**src/rtl/kv_req_arbiter.sv**
```systemverilog
// Round-robin arbiter sharing one key-value DB lookup port between two requesters.
// Optional statistics counters are built only when KV_ARB_STATS_EN is defined.
module kv_req_arbiter #(
    parameter int unsigned KEY_SIZE    = 96,
    parameter int unsigned FLAG_SIZE   = 4,
    parameter int unsigned TIMEOUT_CYC = 64
) (
    input  logic                 clk156,
    input  logic                 eth_rst,

    input  logic                 req0_valid,
    output logic                 req0_ready,
    input  logic [KEY_SIZE-1:0]  req0_key,
    input  logic [FLAG_SIZE-1:0] req0_flag,
    output logic                 rsp0_valid,
    output logic [FLAG_SIZE-1:0] rsp0_flag,
    output logic                 rsp0_timeout,

    input  logic                 req1_valid,
    output logic                 req1_ready,
    input  logic [KEY_SIZE-1:0]  req1_key,
    input  logic [FLAG_SIZE-1:0] req1_flag,
    output logic                 rsp1_valid,
    output logic [FLAG_SIZE-1:0] rsp1_flag,
    output logic                 rsp1_timeout,

    output logic [KEY_SIZE-1:0]  db_in_key,
    output logic [FLAG_SIZE-1:0] db_in_flag,
    output logic                 db_in_valid,
    input  logic                 db_out_valid,
    input  logic [FLAG_SIZE-1:0] db_out_flag,

    output logic                 busy,
    output logic [15:0]          stat_grant0,
    output logic [15:0]          stat_grant1,
    output logic [15:0]          stat_timeout,
    output logic [15:0]          stat_late
);

    typedef enum logic [1:0] {StIdle, StIssue, StWait} state_e;

    localparam logic [15:0] TimerLast = 16'(TIMEOUT_CYC - 1);

    state_e               state_q, state_d;
    logic                 owner_q, owner_d;
    logic                 last_grant_q, last_grant_d;
    logic [15:0]          timer_q, timer_d;
    logic                 done, done_to;

    logic                 hold0_valid_q, hold1_valid_q;
    logic [KEY_SIZE-1:0]  hold0_key_q, hold1_key_q;
    logic [FLAG_SIZE-1:0] hold0_flag_q, hold1_flag_q;

    logic                 issue;

    assign issue      = (state_q == StIssue);
    assign busy       = (state_q != StIdle);
    assign req0_ready = !hold0_valid_q;
    assign req1_ready = !hold1_valid_q;

    // Holding registers: capture when empty, clear on the owner's ISSUE cycle.
    always_ff @(posedge clk156) begin
        if (eth_rst) begin
            hold0_valid_q <= 1'b0;
            hold1_valid_q <= 1'b0;
            hold0_key_q   <= '0;
            hold1_key_q   <= '0;
            hold0_flag_q  <= '0;
            hold1_flag_q  <= '0;
        end else begin
            if (req0_valid && !hold0_valid_q) begin
                hold0_valid_q <= 1'b1;
                hold0_key_q   <= req0_key;
                hold0_flag_q  <= req0_flag;
            end else if (issue && !owner_q) begin
                hold0_valid_q <= 1'b0;
            end
            if (req1_valid && !hold1_valid_q) begin
                hold1_valid_q <= 1'b1;
                hold1_key_q   <= req1_key;
                hold1_flag_q  <= req1_flag;
            end else if (issue && owner_q) begin
                hold1_valid_q <= 1'b0;
            end
        end
    end

    always_ff @(posedge clk156) begin
        if (eth_rst) begin
            state_q      <= StIdle;
            owner_q      <= 1'b0;
            last_grant_q <= 1'b1;
            timer_q      <= '0;
        end else begin
            state_q      <= state_d;
            owner_q      <= owner_d;
            last_grant_q <= last_grant_d;
            timer_q      <= timer_d;
        end
    end

    always_comb begin
        state_d      = state_q;
        owner_d      = owner_q;
        last_grant_d = last_grant_q;
        timer_d      = timer_q;
        done         = 1'b0;
        done_to      = 1'b0;
        unique case (state_q)
            StIdle: begin
                if (hold0_valid_q || hold1_valid_q) begin
                    if (hold0_valid_q && hold1_valid_q) begin
                        owner_d = !last_grant_q;
                    end else begin
                        owner_d = hold1_valid_q;
                    end
                    last_grant_d = owner_d;
                    state_d      = StIssue;
                end
            end
            StIssue: begin
                timer_d = '0;
                state_d = StWait;
            end
            StWait: begin
                timer_d = timer_q + 16'd1;
                // A reply in the expiry cycle takes precedence over the timeout.
                if (db_out_valid) begin
                    done    = 1'b1;
                    state_d = StIdle;
                end else if (timer_q == TimerLast) begin
                    done    = 1'b1;
                    done_to = 1'b1;
                    state_d = StIdle;
                end
            end
            default: state_d = StIdle;
        endcase
    end

    always_comb begin
        db_in_valid = issue;
        db_in_key   = '0;
        db_in_flag  = '0;
        if (issue) begin
            db_in_key  = owner_q ? hold1_key_q  : hold0_key_q;
            db_in_flag = owner_q ? hold1_flag_q : hold0_flag_q;
        end
    end

    always_ff @(posedge clk156) begin
        if (eth_rst) begin
            rsp0_valid   <= 1'b0;
            rsp0_flag    <= '0;
            rsp0_timeout <= 1'b0;
            rsp1_valid   <= 1'b0;
            rsp1_flag    <= '0;
            rsp1_timeout <= 1'b0;
        end else begin
            rsp0_valid   <= done && !owner_q;
            rsp0_flag    <= (done && !done_to && !owner_q) ? db_out_flag : '0;
            rsp0_timeout <= done && done_to && !owner_q;
            rsp1_valid   <= done && owner_q;
            rsp1_flag    <= (done && !done_to && owner_q) ? db_out_flag : '0;
            rsp1_timeout <= done && done_to && owner_q;
        end
    end

`ifdef KV_ARB_STATS_EN
    logic [15:0] grant0_q, grant1_q, timeout_q, late_q;
    logic        late;

    // Replies outside WAIT belong to no outstanding request.
    assign late = db_out_valid && (state_q != StWait);

    always_ff @(posedge clk156) begin
        if (eth_rst) begin
            grant0_q  <= '0;
            grant1_q  <= '0;
            timeout_q <= '0;
            late_q    <= '0;
        end else begin
            if (issue && !owner_q && grant0_q != 16'hFFFF) grant0_q <= grant0_q + 16'd1;
            if (issue && owner_q && grant1_q != 16'hFFFF)  grant1_q <= grant1_q + 16'd1;
            if (done_to && timeout_q != 16'hFFFF)          timeout_q <= timeout_q + 16'd1;
            if (late && late_q != 16'hFFFF)                late_q <= late_q + 16'd1;
        end
    end

    assign stat_grant0  = grant0_q;
    assign stat_grant1  = grant1_q;
    assign stat_timeout = timeout_q;
    assign stat_late    = late_q;
`else
    assign stat_grant0  = 16'd0;
    assign stat_grant1  = 16'd0;
    assign stat_timeout = 16'd0;
    assign stat_late    = 16'd0;
`endif

endmodule

```
**config.mk**
```make
export PLATFORM = sky130hd
export DESIGN_NAME = kv_req_arbiter
export DESIGN_NICKNAME = d
export VERILOG_FILES = /design/src/rtl/kv_req_arbiter.sv
export SDC_FILE = /design/constraint.sdc
export NUM_CORES = 1
export LEC_CHECK = 0
export CELL_PAD_IN_SITES_DETAIL_PLACEMENT = 1
export CELL_PAD_IN_SITES_GLOBAL_PLACEMENT = 2
export CORE_MARGIN = 10
export CORE_UTILIZATION = 22
export DETAILED_ROUTE_END_ITERATION = 7
export PLACE_DENSITY = 0.88
export SETUP_SLACK_MARGIN = 0.1
export SLEW_MARGIN = 20
export SYNTH_ARGS = -nofsm -noshare
export SYNTH_HDL_FRONTEND = slang
export SYNTH_SLANG_ARGS = --single-unit
```
**constraint.sdc**
```tcl
create_clock -name clk156 -period 1.79 [get_ports clk156]
set_input_delay 0.358 -clock clk156 [delete_from_list [all_inputs] [get_ports clk156]]
set_output_delay 0.358 -clock clk156 [all_outputs]
set_load 0.01 [all_outputs]
```
==> results.json <==
{
  "clock_sinks": 234,
  "timing.final.crit_share_pct": 125,
  "grt_antenna_before_repair": 6,
  "place_congestion": 0.772,
  "async_reset_ff_share_pct": 0,
  "drt_pre_antenna_iters": 4,
  "fp.dieW_um": 235,
  "core_area_mm2": 0.0455,
  "path_max_fanout": 6,
  "vias": 10086,
  "worstSkewPairLatency_ns": 0.56,
  "fin_ws_ns": -0.443,
  "hold_buffers": 0,
  "required_ns": 1.43,
  "fp.dieH_um": 235,
  "dpl-instance-area_mm2": 0.0142,
  "start_util_pct": 22.3,
  "status": "complete, but fails checks",
  "gr-usage-met3_pct": 3.43,
  "routed_wl_um": 45100,
  "rsz0062_at_grt": "true",
  "cts_tree": "yes",
  "yosysUniqueCellTypes": 38,
  "slew_violations": 0,
  "syn_area_per_cell_um2": 7.75,
  "ys_seq_area_share_pct": 46.2,
  "synth_flop_cell": "dfxtp_1",
  "p_clk_share_pct": 37.4,
  "setup_tns_ns": -35.44,
  "synth-edff-count": 0,
  "sw_frac_of_total_pct": 28.9,
  "min_path_type": "in -> reg",
  "p_switching_uw": 4540,
  "leakage_uw": 0.00642,
  "powerDensity_mw_per_mm2": 921,
  "drv_cap": 0,
  "critPathCaptureType": "output pin",
  "p_int_uw": 11100,
  "drc": 0,
  "ir_drop_uv": 627,
  "synth.most_common_cell": "nand2_1",
  "grt_max_degree": 92,
  "grt-ovfl-total": 0,
  "fmax_ghz": 0.448,
  "synthTopCellsByArea": "dfxtp_1, nand2_1, a21oi_1",
  "regArea_mm2": 0.00470,
  "grt_pass1_wl_um": 66500,
  "portBuffers": 324,
  "ys_seq_elements": 234,
  "arrival_ns": 1.87,
  "rows": 78,
  "grt_pass1_vias": 10926,
  "cts_max_level": 1,
  "drive_gt1_share_pct": 24.2,
  "grt_util_met2_pct": 27.0,
  "synth_cells": 1308,
  "synth_warnings": 0,
  "ios": 389,
  "cts-root-buf": "clkbuf_16",
  "grt_usage_pct": 15.1,
  "top_usage_layer": "met2",
  "setup_viol": 102,
  "synth_top_area_share_pct": 46.2,
  "post_drt_wl_per_cell_um": 19.7,
  "synth_top_area_cell": "dfxtp_1",
  "p_seq_share_pct": 36.9,
  "synth_common_cells": "nand2_1, dfxtp_1, a21oi_1",
  "power_frac_comb_pct": 25.7,
  "n_fill_cell": 5297,
  "syn2layout_area_growth_pct": 68.0,
  "multi_input_area_mm2": 0.00603,
  "nets": 1879,
  "failed_checks": "negative setup slack",
  "met1_usage_pct": 17.6,
  "fp.dieArea_mm2": 0.0551,
  "crit_path_start_kind": "flop",
  "skew_ns": 0.0249,
  "critPathKind": "reg -> out",
  "hold_viol_final": 0,
  "clk_path_buf_depth": 3,
  "dp_hpwl_um": 28100,
  "drt_iter0_drc": 330,
  "clk_pin_slew_worst_paths_ns": 0.07,
  "syn_area_mm2": 0.0101,
  "viasPerCell": 4.41,
  "stdcell_area_mm2": 0.0170,
  "antenna_left": 0,
  "cts_made_buffers": 27,
  "min_period_ns": 2.23
}
==> cell type report <==
type / instances / share of cell area, %
diodes: 4 / 0.0588
flip-flops and latches: 234 / 27.6
clock buffers: 37 / 4.48
clock inverters: 11 / 0.925
inverters: 9 / 0.286
repair buffers: 422 / 26.9
well taps: 600 / 4.41
multi-input cells: 972 / 35.4
==> layer usage <==
metal	routed length, um	up-vias
met3	2450	64
met2	23100	268
met4	1250	4
met5	31	-
met1	18300	4894
li1	-	4856
==> state kept, by name (all words and copies together), names as in the netlist <==
register	count
timer_q	16
last_grant_q	1
hold0_valid_q	1
rsp0_flag	4
rsp0_valid	1
owner_q	1
rsp1_flag	4
rsp0_timeout	1
state_q	2
hold1_valid_q	1
hold0_key_q	96
rsp1_valid	1
rsp1_timeout	1
hold0_flag_q	4
hold1_key_q	96
hold1_flag_q	4
==> worst max-delay path, cell delays in order, from the launching register on <==
cell and delay [ns]:
dfxtp_4 0.44, buf_12 0.17, buf_6 0.11, buf_12 0.13
mux2i_4 0.25, nor2_1 0.06, buf_2 0.14
==> through the flow <==
stage	hold WS, ns	instances	setup WS (ns)	total power (uW)	utilization, %
5_1_grt	0.135	2289	-0.522	16400	37.5
4_1_cts	0.0902	2281	-0.503	15500	35.7
3_5_place_dp	0.447	2183	-0.211	8480	31.2
3_3_place_gp	0.441	2183	-0.216	8420	31.2
2_1_floorplan	0.434	1371	0.0774	7160	-
6_report	0.129	2289	-0.443	15700	37.5
==> placed cells by master (no fill, tap or decap), types with 5 or more instances in the layout <==
master,instances
buf_8,7
clkbuf_1,5
mux2i_2,20
nor2_4,34
and2_1,5
and3_1,5
buf_4,18
dfxtp_1,229
xor2_1,7
buf_12,41
clkbuf_16,29
nor2_1,70
buf_16,12
a21oi_1,206
dlygate4sd2_1,12
nand2_1,404
buf_2,66
nand4_1,5
clkbuf_8,5
buf_6,55
mux2i_1,29
clkdlybuf4s50_1,207
nor2_2,15
mux2i_4,53
conb_1,64
clkinv_2,6
==> logic make-up after synthesis <==
family	Yosys count	synth area share (%)
AO/OA/AOI/OAI	217	10.9
XOR/XNOR	12	1.04
adder cells (fa/ha/maj)	4	0.494
buffers and inverters	165	8.77
flip-flops	234	46.2
multiplexers	102	10.1
other	1	0.0370
AND/OR/NAND/NOR	573	22.5
==> what timing repair did <==
| item | CTS | global route |
|---|---|---|
| endpoints found under the setup margin | 132 | 122 |
| endpoints found under the hold margin | 0 | 0 |
| buffers inserted | 36 | 8 |
| pin swaps | 19 | 36 |
| cloned | 16 | 3 |
| resized for setup | 601 | 178 |
==> power by group through the flow <==
stage / registers [uW] / clock network (uW) / logic, uW
after floorplan: 5750 / 0 / 1410
after CTS: 5750 / 6040 / 3720
final: 5790 / 5860 / 4030
after global placement: 5790 / 0 / 2630
after global routing: 5830 / 6280 / 4320
after detailed placement: 5810 / 0 / 2660
==> worst paths after layout <==
kind	slack, ns	depth (start not counted)	start	endpoint
setup reg to reg	0.06	9	state_q[1]	timer_q[9]
hold / removal	0.13	2	eth_rst	hold1_valid_q
setup / recovery	-0.44	6	owner_q	db_in_key[43]
hold reg to reg	0.45	2	hold0_key_q[73]	hold0_key_q[73]
No activity file was read; power rests on OpenSTA's default activity.
